===== src/rtl/result_dump_reader_pkg.sv =====
// -----------------------------------------------------------------------------
// result_dump_reader_pkg
//   Shared definitions for the multicycle control sequencer and the blocks
//   that watch it. Holds the sequencer phase codes so no consumer hard-codes
//   the numeric value of a phase.
// -----------------------------------------------------------------------------
package result_dump_reader_pkg;

  localparam int SEQ_STATE_W = 3;

  typedef logic [SEQ_STATE_W-1:0] seq_state_t;

  // Sequencer phase codes.
  localparam seq_state_t STATE_IF     = 3'd0;
  localparam seq_state_t STATE_ID     = 3'd1;
  localparam seq_state_t STATE_EX     = 3'd2;
  localparam seq_state_t STATE_MEM    = 3'd3;
  localparam seq_state_t STATE_WB     = 3'd4;
  localparam seq_state_t STATE_OUTPUT = 3'd5;

endpackage


===== src/rtl/result_dump_reader.sv =====
// -----------------------------------------------------------------------------
// result_dump_reader
//   Once the sequencer parks in STATE_OUTPUT, walks the register file through
//   its synchronous read port and streams each (address, data) pair over a
//   valid/ready interface. Raises a sticky done with a running XOR checksum of
//   all accepted beats once the last register has been taken.
//
// Ports
//   clk        system clock, rising edge
//   rst        asynchronous active-high reset
//   state      sequencer phase code (sampled only while idle)
//   rd_en      register-file read strobe (one cycle per register)
//   rd_addr    register-file read address
//   rd_data    register-file read data, valid the cycle after rd_en
//   out_valid  dump beat valid
//   out_ready  consumer accepts beat
//   out_addr   register index of the current beat
//   out_data   register value of the current beat
//   busy       dump in progress
//   done       dump complete, sticky until reset
//   checksum   XOR of all accepted out_data values
// -----------------------------------------------------------------------------
module result_dump_reader
  import result_dump_reader_pkg::*;
#(
  parameter int NUM_REGS = 32,
  parameter int ADDR_W   = 5,
  parameter int DATA_W   = 32
) (
  input  logic                   clk,
  input  logic                   rst,
  input  logic [SEQ_STATE_W-1:0] state,
  output logic                   rd_en,
  output logic [ADDR_W-1:0]      rd_addr,
  input  logic [DATA_W-1:0]      rd_data,
  output logic                   out_valid,
  input  logic                   out_ready,
  output logic [ADDR_W-1:0]      out_addr,
  output logic [DATA_W-1:0]      out_data,
  output logic                   busy,
  output logic                   done,
  output logic [DATA_W-1:0]      checksum
);

  typedef enum logic [2:0] {
    S_IDLE,
    S_READ,
    S_WAIT,
    S_SEND,
    S_DONE
  } dump_state_t;

  // Full-width compare value so the walk can never wrap past the last entry.
  localparam logic [ADDR_W-1:0] LAST_IDX = ADDR_W'(NUM_REGS - 1);

  dump_state_t         r_state;
  dump_state_t         w_next_state;
  logic [ADDR_W-1:0]   r_index;
  logic [ADDR_W-1:0]   r_out_addr;
  logic [DATA_W-1:0]   r_out_data;
  logic [DATA_W-1:0]   r_checksum;
  logic                w_xfer;

  assign w_xfer = (r_state == S_SEND) && out_ready;

  // NOTE: sequential state uses non-blocking (<=) so every flop samples the
  // pre-edge values; blocking here would create order-dependent races.
  always_ff @(posedge clk or posedge rst) begin
    if (rst) begin
      r_state <= S_IDLE;
    end else begin
      r_state <= w_next_state;
    end
  end

  // NOTE: every output of this block gets a default before the case, so no
  // path leaves a signal unassigned and no latch is inferred.
  always_comb begin
    w_next_state = r_state;
    rd_en        = 1'b0;
    out_valid    = 1'b0;
    busy         = 1'b0;
    done         = 1'b0;
    unique case (r_state)
      S_IDLE: begin
        if (state == STATE_OUTPUT) w_next_state = S_READ;
      end
      S_READ: begin
        rd_en        = 1'b1;
        busy         = 1'b1;
        w_next_state = S_WAIT;
      end
      S_WAIT: begin
        busy         = 1'b1;
        w_next_state = S_SEND;
      end
      S_SEND: begin
        out_valid = 1'b1;
        busy      = 1'b1;
        if (out_ready) begin
          w_next_state = (r_index == LAST_IDX) ? S_DONE : S_READ;
        end
      end
      S_DONE: begin
        done = 1'b1;
      end
      default: w_next_state = S_IDLE;
    endcase
  end

  // Index, output holding register and checksum.
  always_ff @(posedge clk or posedge rst) begin
    if (rst) begin
      r_index    <= '0;
      r_out_addr <= '0;
      r_out_data <= '0;
      r_checksum <= '0;
    end else begin
      if (r_state == S_WAIT) begin
        r_out_data <= rd_data;
        r_out_addr <= r_index;
      end
      if (w_xfer) begin
        r_checksum <= r_checksum ^ r_out_data;
        // Hold at the last index; the FSM leaves for DONE instead of wrapping.
        if (r_index != LAST_IDX) r_index <= r_index + 1'b1;
      end
    end
  end

  assign rd_addr  = r_index;
  assign out_addr = r_out_addr;
  assign out_data = r_out_data;
  assign checksum = r_checksum;

endmodule


===== config.mk =====
export PLATFORM = sky130hd
export DESIGN_NAME = result_dump_reader
export DESIGN_NICKNAME = d
export VERILOG_FILES = /design/src/rtl/result_dump_reader_pkg.sv /design/src/rtl/result_dump_reader.sv
export SDC_FILE = /design/constraint.sdc
export NUM_CORES = 1
export LEC_CHECK = 0
export CAP_MARGIN = 20
export CORE_AREA = 3 3 102 75
export DETAILED_ROUTE_END_ITERATION = 10
export DIE_AREA = 0 0 105 78
export PLACE_DENSITY_LB_ADDON = 0.05
export SYNTH_ARGS = -nofsm -noshare
export SYNTH_HDL_FRONTEND = slang
export SYNTH_SLANG_ARGS = --single-unit

===== constraint.sdc =====
create_clock -name clk -period 3.9 [get_ports clk]
set_clock_uncertainty 0.15 [all_clocks]
set_input_delay 0.78 -clock clk [delete_from_list [all_inputs] [get_ports clk]]
set_output_delay 0.78 -clock clk [all_outputs]
set_load 0.02 [all_outputs]

# Word level (Yosys, flattened, before mapping)
# Index checks and enable logic that the tools add are counted.
# Widths: inputs -> output; s select.
op_classes:
  eq_ne: 9
  add_sub_neg: 1
  reduce_logical: 5
  n_bitwise: 2
  muxes: 8
ops:
  columns: ["cell", "count"]
  rows:
  - ["$xor 32x32->32", 1]
  - ["$pmux 3 s5", 1]
  - ["$mux 3", 3]
  - ["$eq 3x2->1 const B", 2]
  - ["$eq 3x3->1 const B", 2]
  - ["$add 5x1->5 const B", 1]
  - ["$eq 5x5->1 const B", 1]
  - ["$ne 5x5->1 const B", 1]
  - ["$mux 1", 4]
  - ["$ne 2x2->1 const B", 2]
  - ["$eq 3x1->1 const B", 1]
  - ["$logic_not 3->1", 1]
  - ["$reduce_and 3->1", 1]
  - ["$reduce_or 3->1", 1]
  - ["$reduce_and 2->1", 1]
  - ["$logic_and 1x1->1", 1]
  - ["$not 1->1", 1]
totals:
  out_inout_bits: 78
  in_bits: 38
  elab_cells: 30
  reg_bits: 77

# Logic depth before layout (Yosys ltp)
logic_depth:
  depth_word: 4
  depth_mapped: 6
  mapped_depth_nobuf: 6

# Worst setup path after synthesis
# Ideal clock, no wire load.
synth_path:
  path_type: "register to output"
  start: "register r_state[2]"
  end: "output port rd_en"
  slack_ns: 1.950
  path_stages_with_launch: 3
  t_arrival_ns: 1.020
  n_path_buf: 1
  t_required_ns: 2.970
  path_cell_list: "dfrtp_1 -> buf_6 -> nor3b_1"
synth_between:
  elab_chain_len: 2
synth_rtl:
  columns: ["item", "line", "text"]
  rows:
  - ["start, declared", "result_dump_reader.sv:56", "dump_state_t r_state;"]
  - ["start signal, assigned", "result_dump_reader.sv:72", "r_state <= w_next_state;"]
  - ["$eq 3x1->1", "result_dump_reader.sv:84", "unique case (r_state)"]
  - ["$mux 1", "result_dump_reader.sv:84", null]
  - ["end, declared", "result_dump_reader.sv:33", "output logic rd_en,"]
# No other way between the ends.

# Worst setup path in the final report
layout_path:
  start: "register r_state[0]"
  end: "output port done"
layout_between:
  elab_chain_len: 2
layout_rtl:
  columns: ["item", "line", "text"]
  rows:
  - ["$eq 3x3->1", "result_dump_reader.sv:84", null]
  - ["$mux 1", "result_dump_reader.sv:84", null]
  - ["end, declared", "result_dump_reader.sv:41", "output logic done,"]
# No other way between the ends.

==> impl_metrics.toml <==
[routing]
routed_wire_length_per_instance_um = 15.4
detail-route-antenna-nets = 0
drt_wl_total_um = 6680
via_count = 2031
residual_drc_count = 0
number_of_iterations_in_the_first_detailed_routing_pass = 4
detail_route.vias_per_cell = 4.67
initialDrtViolationCount = 79

[timing]
max_freq_mhz = 362
final_critical_path_setup_slack_ns = 1.14
setup_tns_ns = 0
final_period_minus_worst_setup_slack_ns = 2.76
total_setup_violations_reported_at_the_end_of_the_flow = 0
final-max-slew-violation-count = 0
fin_crit_sh_pct = 70.8
rsz0062_at_grt = "false"
timing.max_slew.rel_slack_pct = 55.7
worst_pin_slew_ns = 0.665
hold_violations = 0
timing.hold.ws_ns = 0.316

[die]
die_height_um = 78
pin_count = 116
fp.dieArea_um2 = 8190
std_cell_rows = 25
floorplan.initialDensity_pct = 47.9
dieWidth_um = 105
core_region_area_um2 = 6690

[clock_network]
cts_tree = "yes"
cts_buffers = 9
cts_post_setup_buffers_inserted = 0
htreeDepth = 3
clk_pin_slew_ns = 0.08
cts_num_sinks = 77
clock-root-buffer = "sky130_fd_sc_hd__clkbuf_8"
clk_latency_ns = 0.34
cts.hold.buffers_added = 0
clock_tree.buffer_depth = 2
post_cts_resize_count = 0

[synthesis]
yosys_warnings = 0
syn_nets = 256
netlist.top_cell.by_area = "sky130_fd_sc_hd__dfrtp_1"
synth-seq-cells = 77
syn_avg_cell_area_um2 = 14.8
synth.top_cells.by_area = "sky130_fd_sc_hd__dfrtp_1 60%, sky130_fd_sc_hd__mux2_4 14%, sky130_fd_sc_hd__xnor2_1 8.8%, sky130_fd_sc_hd__nand2_1 3.8%, sky130_fd_sc_hd__mux2_2 3.2%"
synthesis.area_um2 = 3200
postSynthCellCount = 216
yosysUniqueCellTypes = 25
synth_seq_area_share_pct = 60.2
synth_largest_type_area_fraction_pct = 60.2

[global_route]
track_usage_pct = 18.1
wire_length_of_the_first_global_routing_pass_um = 11400
grt_remaining_overflow = 0
antenna_found_initial = 0
via_count_of_the_first_global_routing_pass = 2192
grt_max_degree = 38

[setup_path]
worst_path_largest_cell_delay_ns = 0.61
setup.worst_path.class = "reg2out"
timing.critical_path.arrival_ns = 1.83
worstPathMaxFanout = 9
critical_path_required_ns = 2.97
critical_path.endpoint_type = "primary output"
critPathSlowestCell = "sky130_fd_sc_hd__clkdlybuf4s50_1"
setup.worst_path.start_class = "flop"
crit_path_cells = "nor2_1 > and2_1 > clkdlybuf4s50_1"

[final_layout]
core_occupancy_in_the_finished_layout_pct = 68.2
layout_cells_excl_fill = 435
final_layout_size_suffix_gt1_share_pct = 18.5
flow.area_growth_from_synthesis_pct = 42.6
diodes = 0
filler_cell_count = 548
final_net_count = 376

[placed_design]
placed_cells = 419
gpl.final_weighted_congestion = 0.726
dpl_worst_slack_ns = 1.51
detailedPlacementHpwl_um = 4620
io_buffers = 115

[pwr]
leakagePower_nw = 1.95
ir_worst_vdd_mv = 0.458
power_density_nw_per_um2 = 975

[run_status]
outcome = "finished, final reports clean"

[flow_run]
timing.max_cap.violations = 0

[worst_hold_path]
min-delay-path-class = "reg2reg"
[per-layer routing]
| layer | vias to the layer above | wire (um) | part of all wire [%] | track usage [%] |
|---|---|---|---|---|
| li1 | 947 | - | - | - |
| met1 | 1007 | 2990 | 45 | 23.9 |
| met2 | 73 | 3140 | 47 | 27.5 |
| met3 | 4 | 511 | 7.7 | 7.90 |
| met4 | 0 | 42 | 0.63 | 4.33 |
| met5 | - | 0 | 0 | 0 |
[worst max-delay path: cells and delay by family, from the launching register on]
family | cells | cell delay (ns)
AND/OR/NAND/NOR | 2 | 0.39
buffers and inverters | 1 | 0.61
flip-flops | 1 | 0.48
[cells in the mapped netlist]
cell type	n
sky130_fd_sc_hd__and2_1	1
sky130_fd_sc_hd__xnor2_1	32
sky130_fd_sc_hd__and3_2	1
sky130_fd_sc_hd__buf_6	5
sky130_fd_sc_hd__ha_1	2
sky130_fd_sc_hd__and3b_2	1
sky130_fd_sc_hd__nand2_1	32
sky130_fd_sc_hd__and3_1	1
sky130_fd_sc_hd__nand4b_1	1
sky130_fd_sc_hd__mux2_2	9
sky130_fd_sc_hd__buf_4	1
sky130_fd_sc_hd__a32oi_1	1
sky130_fd_sc_hd__inv_1	1
sky130_fd_sc_hd__mux2_4	30
sky130_fd_sc_hd__nor3_1	2
sky130_fd_sc_hd__nand3_1	2
sky130_fd_sc_hd__clkbuf_8	1
sky130_fd_sc_hd__nor3b_2	1
sky130_fd_sc_hd__nor2_1	5
sky130_fd_sc_hd__dfrtp_1	77
sky130_fd_sc_hd__a21o_1	1
sky130_fd_sc_hd__nor3b_1	2
sky130_fd_sc_hd__buf_12	3
sky130_fd_sc_hd__xor2_1	3
sky130_fd_sc_hd__and4b_1	1
[power by group]
| group | switching [mW] | total [mW] | internal [mW] |
|---|---|---|---|
| registers | 0.338 | 1.56 | 1.22 |
| clock network | 0.274 | 0.573 | 0.299 |
| logic | 1.03 | 2.32 | 1.29 |
[final cells by class]
type,count,area [um2],area share [%]
Multi-Input combinational cell,128,1140,25.0
Sequential cell,77,1930,42.2
Tap cell,94,118,2.57
Clock inverter,3,17.5,0.383
Timing Repair Buffer,119,1180,25.9
Inverter,1,5.00,0.110
Clock buffer,13,179,3.92
[registers in the layout, indices dropped and copies added, names as in the netlist]
name / flops
rd_addr: 5
checksum: 32
out_data: 32
r_state: 3
out_addr: 5
[placed cells by master (no fill, tap or decap), types with 3 or more instances in the layout]
| cell | netlist | routed |
|---|---|---|
| sky130_fd_sc_hd__buf_4 | 1 | 4 |
| sky130_fd_sc_hd__clkbuf_8 | 1 | 13 |
| sky130_fd_sc_hd__clkdlybuf4s50_1 | 0 | 115 |
| sky130_fd_sc_hd__clkinv_2 | 0 | 3 |
| sky130_fd_sc_hd__dfrtp_1 | 77 | 77 |
| sky130_fd_sc_hd__mux2_2 | 9 | 9 |
| sky130_fd_sc_hd__mux2_4 | 30 | 30 |
| sky130_fd_sc_hd__nand2_1 | 32 | 32 |
| sky130_fd_sc_hd__nor2_1 | 5 | 5 |
| sky130_fd_sc_hd__xnor2_1 | 32 | 32 |
| sky130_fd_sc_hd__xor2_1 | 3 | 3 |
[final timing paths]
| check | startpoint | to | slack (ns) | cells past startpoint |
|---|---|---|---|---|
| max | r_state[0]$_DFFE_PP0P_ | done | 1.14 | 3 |
| max in group asynchronous | rst | rd_addr[4]$_DFFE_PP0P_ | 2.22 | 3 |
| min | checksum[30]$_DFFE_PP0P_ | checksum[30]$_DFFE_PP0P_ | 0.32 | 1 |
| min in group asynchronous | rst | out_data[11]$_DFFE_PP0P_ | 0.68 | 2 |
| min reg2reg | checksum[30]$_DFFE_PP0P_ | checksum[30]$_DFFE_PP0P_ | 0.32 | 1 |
| max reg2reg | rd_addr[0]$_DFFE_PP0P_ | rd_addr[4]$_DFFE_PP0P_ | 1.88 | 5 |
[logic make-up (layout without fill, tap and decap cells)]
| family | Yosys count | count (layout) | synth area share, % |
|---|---|---|---|
| simple gates | 50 | 50 | 7.34 |
| fa+ha+maj | 2 | 2 | 0.781 |
| buf+inv | 11 | 136 | 4.41 |
| mux | 39 | 39 | 17.2 |
| flops | 77 | 77 | 60.2 |
| xor+xnor | 35 | 35 | 9.57 |
| compound gates | 2 | 2 | 0.508 |
[stage by stage]
stage / total power [mW] / cell area (um2)
floorplan: 2.95 / 3200
detailed placement: 3.92 / 4370
finish: 4.45 / 4570
global placement: 3.89 / 4370
CTS: 4.52 / 4570
global route: 4.72 / 4570
Note: power is estimated with default switching activity, not from simulation.
